File: config.mk
export PLATFORM = sky130hd
export DESIGN_NAME = seq_detect_mealy_p
export DESIGN_NICKNAME = d
export VERILOG_FILES = /design/src/rtl/seq_detect_mealy_p.sv
export SDC_FILE = /design/constraint.sdc
export NUM_CORES = 1
export LEC_CHECK = 0
export ABC_AREA = 0
export BUFFER_PORTS_ARGS = -buffer_cell sky130_fd_sc_hd__buf_4
export CAP_MARGIN = 20
export CORE_AREA = 5 5 42 44
export DETAILED_ROUTE_END_ITERATION = 10
export DIE_AREA = 0 0 47 49
export PLACE_DENSITY_LB_ADDON = 0.12
export RECOVER_POWER = 50
export REMOVE_ABC_BUFFERS = 1
export SYNTH_ARGS = -nofsm -noshare
export SYNTH_HDL_FRONTEND = slang
export SYNTH_SLANG_ARGS = --single-unit
File: constraint.sdc
create_clock -name clk -period 2.1 [get_ports clk]
set_clock_uncertainty 0.1 [all_clocks]
set_input_delay 0.21 -clock clk [delete_from_list [all_inputs] [get_ports clk]]
set_output_delay 0.21 -clock clk [all_outputs]
set_load 0.005 [all_outputs]
File: src/rtl/seq_detect_mealy_p.sv
// Parametrised Mealy serial-pattern detector with overlap/non-overlap mode.
// Optional saturating match counter enabled by defining SEQDET_COUNT_EN.
module seq_detect_mealy_p #(
  parameter int unsigned           PAT_W   = 4,
  parameter logic [PAT_W-1:0]      PATTERN = 4'b1011,
  parameter int unsigned           CNT_W   = 8,
  localparam int unsigned          SW      = $clog2(PAT_W)
) (
  input  logic             clk,
  input  logic             rst_n,
  input  logic             en,
  input  logic             x,
  input  logic             overlap,
  input  logic             cnt_clr,
  output logic             y,
  output logic [SW-1:0]    state,
  output logic [CNT_W-1:0] match_cnt
);

  localparam int unsigned TBL_N = 2 ** (SW + 1);

  // No-match successor of prefix length s on bit b: longest k < PAT_W such that
  // the last k bits of (PATTERN prefix of length s, b) are a prefix of PATTERN.
  function automatic logic [SW-1:0] f_next(input int unsigned s, input logic b);
    logic [SW-1:0] res;
    logic          ok;
    logic          bit_v;
    int unsigned   pos;
    res = '0;
    if (s < PAT_W) begin
      for (int unsigned k = 1; k <= s + 1; k++) begin
        if (k < PAT_W) begin
          ok = 1'b1;
          for (int unsigned j = 0; j < k; j++) begin
            pos   = s + 1 - k + j;
            bit_v = (pos == s) ? b : PATTERN[PAT_W-1-pos];
            if (bit_v != PATTERN[PAT_W-1-j]) ok = 1'b0;
          end
          if (ok) res = SW'(k);
        end
      end
    end
    return res;
  endfunction

  // Longest proper prefix of PATTERN that is also a suffix of PATTERN.
  function automatic logic [SW-1:0] f_border();
    logic [SW-1:0] res;
    logic          ok;
    res = '0;
    for (int unsigned k = 1; k < PAT_W; k++) begin
      ok = 1'b1;
      for (int unsigned j = 0; j < k; j++) begin
        if (PATTERN[PAT_W-1-j] != PATTERN[k-1-j]) ok = 1'b0;
      end
      if (ok) res = SW'(k);
    end
    return res;
  endfunction

  localparam logic [SW-1:0] BORDER = f_border();

  logic [SW-1:0] r_state;
  logic [SW-1:0] w_nxt_tbl [TBL_N];
  logic          w_match;

  // Table indexed by {state, x}; unreachable rows (state >= PAT_W) map to 0.
  for (genvar gi = 0; gi < TBL_N; gi++) begin : g_tbl
    localparam logic [SW-1:0] NXT = f_next(gi / 2, 1'(gi % 2));
    assign w_nxt_tbl[gi] = NXT;
  end

  assign w_match = rst_n & en & (r_state == SW'(PAT_W - 1)) & (x == PATTERN[0]);
  assign y       = w_match;
  assign state   = r_state;

  always_ff @(posedge clk) begin
    if (!rst_n) begin
      r_state <= '0;
    end else if (en) begin
      if (w_match) r_state <= overlap ? BORDER : '0;
      else         r_state <= w_nxt_tbl[{r_state, x}];
    end
  end

`ifdef SEQDET_COUNT_EN
  logic [CNT_W-1:0] r_cnt;

  always_ff @(posedge clk) begin
    if (!rst_n)                      r_cnt <= '0;
    else if (cnt_clr)                r_cnt <= '0;
    else if (w_match && r_cnt != '1) r_cnt <= r_cnt + 1'b1;
  end

  assign match_cnt = r_cnt;
`else
  logic w_unused_cnt_clr;
  assign w_unused_cnt_clr = cnt_clr;
  assign match_cnt        = '0;
`endif

endmodule

==> impl_metrics.csv, run 1 <==
group,metric,value,unit
timing,setup_viol_count_final,0,
worst_setup_path,path_max_fanout,5,
final_layout,multi_input_area,101,µm²
placed_design,io_buffers,7,
timing,fmax,793,MHz
clock_network,cts_max_level,1,
clock_network,clk_path_buf_depth,2,
final_layout,layout-drive-gt1-share,31.3,%
yosys,ys_ff_latch,2,
timing,drv_slew,0,
yosys,synth.avg_cell_area,8.11,µm²
grt,grt_pass1_wl,752,µm
final_layout,seq_area,40.0,µm²
clock_network,cts-root-buf,"clkbuf_4",
clock_network,post_cts_buffers,0,
grt,grt-ovfl-total,0,
final_layout,largest_reg_flops,2,
final_layout,layout_common_cells,"conb_1 (8), buf_4 (5), clkbuf_4 (4)",
routing,vias,158,
worst_setup_path,critPathLaunch,"state[0]",
routing,antenna_left,0,
power,total_power,0.000148,W
clock_network,cts_resized,0,
routing,drt_iter0_markers,2,
final_layout,fillers,175,
timing,rsz0062_at_grt,"false",
worst_setup_path,worstReg2RegEnd,"state[1]",
yosys,netlist-cell-type-count,12,
clock_network,cts.sinks,2,
placed_design,placed_area,225,µm²
final_layout,final_common_cell,"conb_1",
placed_design,dp_slack,934,ps
floorplanning,rows,14,
status,status,"complete, no violations",
grt,grt_max_degree,7,
yosys,synth_top_area_share,32.2,%
timing,period_share,60.0,%
worst_setup_path,critical_path_class,"reg2out",
floorplanning,die_w,47,µm
floorplanning,initial_core_util,13.3,%
clock_network,clk_pin_slew_worst_paths,30,ps
floorplanning,coreArea,1400,µm²
yosys,seq_area_frac_synth,21.5,%
routing,routed_wl,421,µm
worst_hold_path,hp-class,"in2reg",
timing,fin_ws,839,ps
timing,period_needed,1260,ps
timing,finalHoldViolations,0,
clock_network,postCtsHoldBufs,0,
final_layout,nets,41,
final_layout,diodes,0,
worst_setup_path,required,1790,ps
power,cellLeakagePower,0.134,nW
clock_network,clock_latency,220,ps
routing,wl_per_cell,8.77,µm
placed_design,dpl.hpwl,351,µm
worst_setup_path,cp-start-kind,"flop",
routing,via_per_inst,3.29,
placed_design,place_congestion,0.752,
clock_network,tritoncts,"done",
yosys,ys_top_cells_by_area,"buf_4 (32%), dfxtp_1 (21%), ha_1 (6.7%), and4b_2 (6.0%), inv_1 (6.0%)",
power,power-per-cell-area,606,nW/µm²
worst_setup_path,worstPathArrival,950,ps
power,irDropWorstVdd,0.000177,V
routing,firstDrtPassIters,4,
grt,grt_usage,4.78,%
floorplanning,io_pins,17,
grt,grt_pass1_vias,163,
worst_setup_path,endpoint_kind,"output pin",
worst_setup_path,regToRegStartpoint,"state[0]",
yosys,yosysWarnings,0,
job,maxCapViolations,0,
grt,antenna_found_initial,0,
worst_setup_path,crit_path_end,"y",
worst_setup_path,reg2reg_depth,3,
yosys,netlist_instances,23,
final_layout,stdcell_area,244,µm²
floorplanning,dieArea,2300,µm²
routing,drc_errors,0,
final_layout,area_delta_synth_final,30.9,%
timing,setup_tns,0,ps
floorplanning,die_h,49,µm
clock_network,cts_buffers,3,
yosys,syn-cell-area,186,µm²
yosys,synth_top_cell_by_area,"buf_4",
worst_setup_path,reg2reg_slack,940,ps
-- metrics by stage --
stage	utilization [%]	std cells	hold WS [ps]
floorplan	-	22	206
global placement	16.1	45	349
detailed placement	16.1	45	349
CTS	17.7	48	110
global route	17.4	48	123
finish	17.4	48	117
-- Yosys cell counts, drive strengths merged --
cell and n:
a2111oi 1, a41o 1, and4b 2, buf 8, conb 1, dfxtp 2, ha 1, inv 3
nand2 1, nand4 1, nor2 2
-- cell families after synthesis --
group | count (synthesis) | share of synthesized area [%]
buffers and inverters | 11 | 38.3
flip-flops | 2 | 21.5
adder cells (fa/ha/maj) | 1 | 6.71
other | 1 | 2.01
AND/OR/NAND/NOR | 6 | 20.8
AO/OA/AOI/OAI | 2 | 10.7
-- power by group --
part | total [W] | leakage (nW) | internal [W] | switching (W)
Sequential | 0.0000426 | 0.0164 | 0.0000403 | 0.00000231
Clock | 0.0000842 | 0.0138 | 0.0000630 | 0.0000213
Combinational | 0.0000209 | 0.104 | 0.0000101 | 0.0000109
-- worst min-delay path by stage --
| stage | startpoint | endpoint | slack (ps) | depth (start not counted) |
|---|---|---|---|---|
| floorplan | en | state[0] | 210 | 1 |
| global placement | en | state[0] | 350 | 2 |
| detailed placement | en | state[0] | 350 | 2 |
| CTS | en | state[0] | 110 | 2 |
| global route | en | state[0] | 120 | 2 |
| finish | en | state[0] | 120 | 2 |
-- cell type report --
| cell class | count | share of cell area, % |
|---|---|---|
| Tap cell | 16 | 8.21 |
| Sequential cell | 2 | 16.4 |
| Timing Repair Buffer | 7 | 20.0 |
| Inverter | 3 | 4.62 |
| Clock buffer | 3 | 9.23 |
| Multi-Input combinational cell | 17 | 41.5 |
-- critical path, stage by stage (launching register included) --
cell	delay [ps]
dfxtp_1	380
nand4_1	130
nor2_1	100
buf_4	110
-- metal layers --
layer  global-route usage [%]  up-vias  part of all wire, %
li1                         -       81                    -
met3                     3.32        0                   14
met1                     5.03       69                   43
met5                        0        -                    0
met2                     5.43        8                   43
met4                     5.53        0                    0
Power figures use the tool's default switching activity.
==> run 2: changes to the inputs <==
==> constraint.sdc (replaced) <==
create_clock -name clk -period 1.2 [get_ports clk]
set_clock_uncertainty 0.1 [all_clocks]
set_input_delay 0.12 -clock clk [delete_from_list [all_inputs] [get_ports clk]]
set_output_delay 0.12 -clock clk [all_outputs]
set_load 0.005 [all_outputs]
==> run 2 against run 1 <==
Via count grew 7.0%. Utilization grew 3.7 points. Clock power grew 75%. Hold slack lost 99 ps. Combinational power grew to 2.7 times the previous value. Setup slack lost 830 ps. Sequential cell count is the same. Register-to-register slack lost 870 ps. Highest routed layer unchanged. Critical path depth grew 1.
==> impl_metrics.csv, run 2 (same netlist as run 1, synthesis figures left out) <==
group,metric,value,unit
job,maxCapViolations,0,
floorplanning,die_h,49,µm
worst_setup_path,endpoint_kind,"output pin",
placed_design,place_congestion,0.731,
grt,grt_max_degree,7,
timing,period_needed,1190,ps
floorplanning,die_w,47,µm
routing,drt_iter0_markers,1,
routing,via_per_inst,3.19,
worst_setup_path,required,980,ps
routing,routed_wl,485,µm
floorplanning,dieArea,2300,µm²
final_layout,fin_cells,53,
worst_setup_path,cp-start-kind,"flop",
final_layout,nets,46,
grt,grt_pass1_vias,177,
timing,finalHoldViolations,0,
power,power-per-cell-area,943,nW/µm²
clock_network,cts_buffers,3,
routing,wl_per_cell,9.15,µm
worst_setup_path,slowest_delay,340,ps
timing,fmax,840,MHz
final_layout,final_util,21.1,%
clock_network,clk_pin_slew_worst_paths,30,ps
worst_setup_path,path_max_fanout,3,
final_layout,layout_common_cells,"buf_4 (10), conb_1 (8), clkbuf_4 (4)",
final_layout,diodes,0,
routing,vias,169,
worst_setup_path,crit_slowest_cell,"dfxtp_2",
clock_network,clk_path_buf_depth,2,
grt,antenna_found_initial,0,
final_layout,stdcell_area,295,µm²
worst_setup_path,worstPathArrival,970,ps
timing,rsz0062_at_grt,"true",
final_layout,layout-drive-gt1-share,48.6,%
clock_network,tritoncts,"done",
clock_network,cts-root-buf,"clkbuf_4",
clock_network,cts.sinks,2,
grt,grt-ovfl-total,0,
timing,drv_slew,0,
power,irDropWorstVdd,0.000210,V
routing,firstDrtPassIters,2,
timing,setup_viol_count_final,0,
clock_network,cts_max_level,1,
final_layout,largest_reg_flops,2,
worst_hold_path,min_from,"en",
worst_setup_path,critical_path_class,"reg2out",
worst_setup_path,critPathLaunch,"state[0]",
final_layout,area_delta_synth_final,58.4,%
worst_setup_path,crit_chain,"buf_6, nand4_1, nor2_1, buf_4",
grt,grt_usage,5.27,%
grt,grt_pass1_wl,786,µm
worst_setup_path,regToRegStartpoint,"state[0]",
floorplanning,initial_core_util,13.3,%
placed_design,io_buffers,7,
routing,drc_errors,0,
status,status,"complete, no violations",
floorplanning,io_pins,17,
final_layout,final_common_cell,"buf_4",
routing,antenna_left,0,
placed_design,placed_area,233,µm²
timing,period_share,99.2,%
worst_hold_path,hp-class,"in2reg",
timing,setup_tns,0,ps
power,cellLeakagePower,0.166,nW
clock_network,clock_latency,220,ps
placed_design,place_inst,46,
floorplanning,coreArea,1400,µm²
floorplanning,rows,14,
-- run 2: worst max-delay path, delay by kind of cell (launching register included) --
family,cells,cell delay [ps]
flip-flops,1,340
AND/OR/NAND/NOR,2,200
buffers and inverters,2,210
-- run 2: final cells by class --
cell class              instances  area, µm²
inverters                       3       11.3
multi-input cells              17        106
well taps                      16       20.0
fillers                       178       1110
flip-flops and latches          2       41.3
clock buffers                   3       22.5
repair buffers                 12       93.8
-- run 2: where the power goes --
| group | leakage, nW | total (W) | internal (W) | switching (W) |
|---|---|---|---|---|
| logic | 0.135 | 0.0000566 | 0.0000321 | 0.0000245 |
| registers | 0.0167 | 0.0000745 | 0.0000711 | 0.00000340 |
| clock network | 0.0138 | 0.000147 | 0.000110 | 0.0000373 |
| total | 0.166 | 0.000279 | 0.000213 | 0.0000651 |
-- run 2: metal layers --
metal / GRT usage (%) / share of wire (%)
met5: 0 / 0
met4: 5.53 / 0
met3: 4.43 / 16
met2: 6.56 / 48
met1: 4.80 / 36
-- run 2: path summary, 6_finish.rpt --
check              to  slack, ps  cells after the start
min reg2reg  state[1]        450                      1
min          state[0]         20                      2
max                 y         10                      4
max reg2reg  state[0]         70                      5
-- run 2: what timing repair did --
| item | 4_1_cts | 5_1_grt |
|---|---|---|
| hold buffers | 0 | 0 |
| setup endpoints to repair | 1 | 2 |
| resized for setup | 2 | 1 |
| setup buffers | 3 | 1 |
| pin swaps | 2 | 2 |
-- run 2: per-stage QoR --
stage,worst slack (ps),total power [W],hold WS (ps)
2_1_floorplan,81.6,0.0000908,116
3_3_place_gp,18.0,0.000116,269
3_5_place_dp,65.3,0.000115,253
4_1_cts,-16.6,0.000282,10.2
5_1_grt,-59.0,0.000306,11.6
6_report,9.84,0.000279,18.0
==> run 3: changes to the inputs <==
--- a/config.mk
+++ b/config.mk
@@ -6,13 +6,13 @@
 export NUM_CORES = 1
 export LEC_CHECK = 0
 export ABC_AREA = 0
-export BUFFER_PORTS_ARGS = -buffer_cell sky130_fd_sc_hd__buf_4
 export CAP_MARGIN = 20
 export CORE_AREA = 5 5 42 44
 export DETAILED_ROUTE_END_ITERATION = 10
 export DIE_AREA = 0 0 47 49
+export DONT_BUFFER_PORTS = 1
 export PLACE_DENSITY_LB_ADDON = 0.12
-export RECOVER_POWER = 50
+export RECOVER_POWER = 100
 export REMOVE_ABC_BUFFERS = 1
 export SYNTH_ARGS = -nofsm -noshare
 export SYNTH_HDL_FRONTEND = slang
==> run 3 against run 2 <==
Global-route usage down 0.63 points. First-iteration DRC count grew to 4.0 times the previous value. Final area decreased by 14%. Critical path depth down 1. Die area unchanged. Hold slack better by 13 ps. Routed wire length down 5.6%. Non-clock buffer count fell by 5. Maximum frequency rose by 5.0%. Critical path type unchanged. Combinational power decreased by 29%. Total power decreased by 5.7%. Sequential share of layout area is 2.4 points higher.
==> impl_metrics.csv, run 3 (same netlist as run 1, synthesis figures left out) <==
group,metric,value,unit
status,status,"complete, no violations",
timing,period_needed,1130,ps
routing,antenna_left,0,
worst_setup_path,reg2reg_depth,3,
power,irDropWorstVdd,0.000158,V
routing,drc_errors,0,
final_layout,fin_cells,48,
floorplanning,io_pins,17,
final_layout,layout-drive-gt1-share,25.0,%
worst_setup_path,cp-start-kind,"flop",
worst_setup_path,slowest_delay,340,ps
clock_network,cts_buffers,3,
clock_network,cts.sinks,2,
worst_hold_path,min_from,"en",
routing,via_per_inst,3.02,
final_layout,final_common_cell,"conb_1",
grt,grt_pass1_vias,161,
final_layout,area_delta_synth_final,35.6,%
grt,grt_pass1_wl,696,µm
floorplanning,rows,14,
timing,setup_tns,0,ps
power,power-per-cell-area,1040,nW/µm²
clock_network,cts-root-buf,"clkbuf_4",
timing,finalHoldViolations,0,
placed_design,place_inst,41,
worst_setup_path,crit_chain,"buf_4, nand4_1, nor2_1",
worst_setup_path,crit_slowest_cell,"dfxtp_2",
clock_network,clock_latency,220,ps
floorplanning,dieArea,2300,µm²
final_layout,largest_reg_flops,2,
placed_design,io_buffers,0,
final_layout,layout_common_cells,"conb_1 (8), inv_1 (3), clkbuf_4 (3), dlygate4sd3_1 (3), buf_4 (3)",
worst_setup_path,worstPathArrival,910,ps
worst_setup_path,endpoint_kind,"output pin",
routing,drt_iter0_markers,4,
worst_setup_path,path_max_fanout,4,
worst_setup_path,worstReg2RegEnd,"state[1]",
final_layout,nets,41,
power,total_power,0.000263,W
floorplanning,die_w,47,µm
job,maxCapViolations,0,
placed_design,dp_slack,56.2,ps
grt,grt_max_degree,6,
worst_setup_path,crit_family,"flip-flops",
clock_network,cts_max_level,1,
timing,drv_slew,0,
clock_network,tritoncts,"done",
routing,vias,145,
worst_setup_path,path_buf_inv,1,
grt,grt_usage,4.64,%
timing,period_share,94.4,%
routing,routed_wl,458,µm
clock_network,clk_pin_slew_worst_paths,30,ps
worst_hold_path,whs_path_depth,2,
clock_network,clk_path_buf_depth,2,
floorplanning,die_h,49,µm
final_layout,diodes,0,
worst_hold_path,min_to,"state[1]",
worst_setup_path,reg2reg_slack,70,ps
floorplanning,coreArea,1400,µm²
worst_hold_path,hp-class,"in2reg",
worst_setup_path,required,980,ps
grt,grt-ovfl-total,0,
routing,wl_per_cell,9.54,µm
worst_setup_path,critical_path_class,"reg2out",
placed_design,place_congestion,0.610,
timing,fin_ws,66.8,ps
timing,setup_viol_count_final,0,
timing,fmax,882,MHz
grt,antenna_found_initial,0,
power,cellLeakagePower,0.133,nW
floorplanning,initial_core_util,13.3,%
worst_setup_path,regToRegStartpoint,"state[0]",
routing,firstDrtPassIters,4,
==> run 3: cell count changes in the layout (fill, tap and decap cells not counted), sizes merged <==
cell / delta
buf: -8
dlygate4sd3: +3
==> run 3: per-layer routing <==
metal  global-route usage [%]  share of wire (%)  wire [µm]
met1                     5.02                 40        185
met2                     4.75                 40        182
met3                     4.80                 20         90
met4                     4.15                  0          0
met5                        0                  0          0
==> run 3: cell type report <==
cell class | count | area (µm²)
fillers | 168 | 1150
well taps | 16 | 20.0
repair buffers | 7 | 56.3
flip-flops and latches | 2 | 41.3
clock buffers | 3 | 22.5
inverters | 3 | 11.3
multi-input cells | 17 | 101
==> run 3: what timing repair did <==
action,CTS,global route
setup endpoints to repair,1,1
gates cloned,0,0
endpoints found under the hold margin,2,0
setup buffers,0,1
resized for setup,1,0
pin swaps,1,1
hold buffers,3,0
==> run 3: worst max path at each step <==
stage | from | end | slack, ps | depth (start not counted)
final | state[0] | y | 70 | 3
after CTS | state[0] | y | 20 | 3
after detailed placement | state[0] | state[1] | 60 | 3
after global placement | state[0] | state[1] | 50 | 3
after global routing | state[0] | y | -4 | 3
after floorplan | state[0] | state[1] | 80 | 3
==> run 3: worst register-to-register path: stages (launching register included) <==
cell	delay [ps]
dfxtp_2	320
ha_1	170
and4b_2	230
a41o_1	200
==> run 3: power breakdown <==
| group | internal (W) | switching (W) | total (W) |
|---|---|---|---|
| clock | 0.000110 | 0.0000381 | 0.000148 |
| sequential | 0.0000711 | 0.00000279 | 0.0000739 |
| combinational | 0.0000214 | 0.0000189 | 0.0000404 |
| total | 0.000203 | 0.0000598 | 0.000263 |
==> run 3: metrics by stage <==
stage          cell area (µm²)  hold slack (ps)  util (%)
5_1_grt                    253             42.4      18.0
3_5_place_dp               195              123      13.9
6_report                   253             31.1      18.0
3_3_place_gp               195              140      13.9
4_1_cts                    249             23.4      17.8
2_1_floorplan              153              116         -
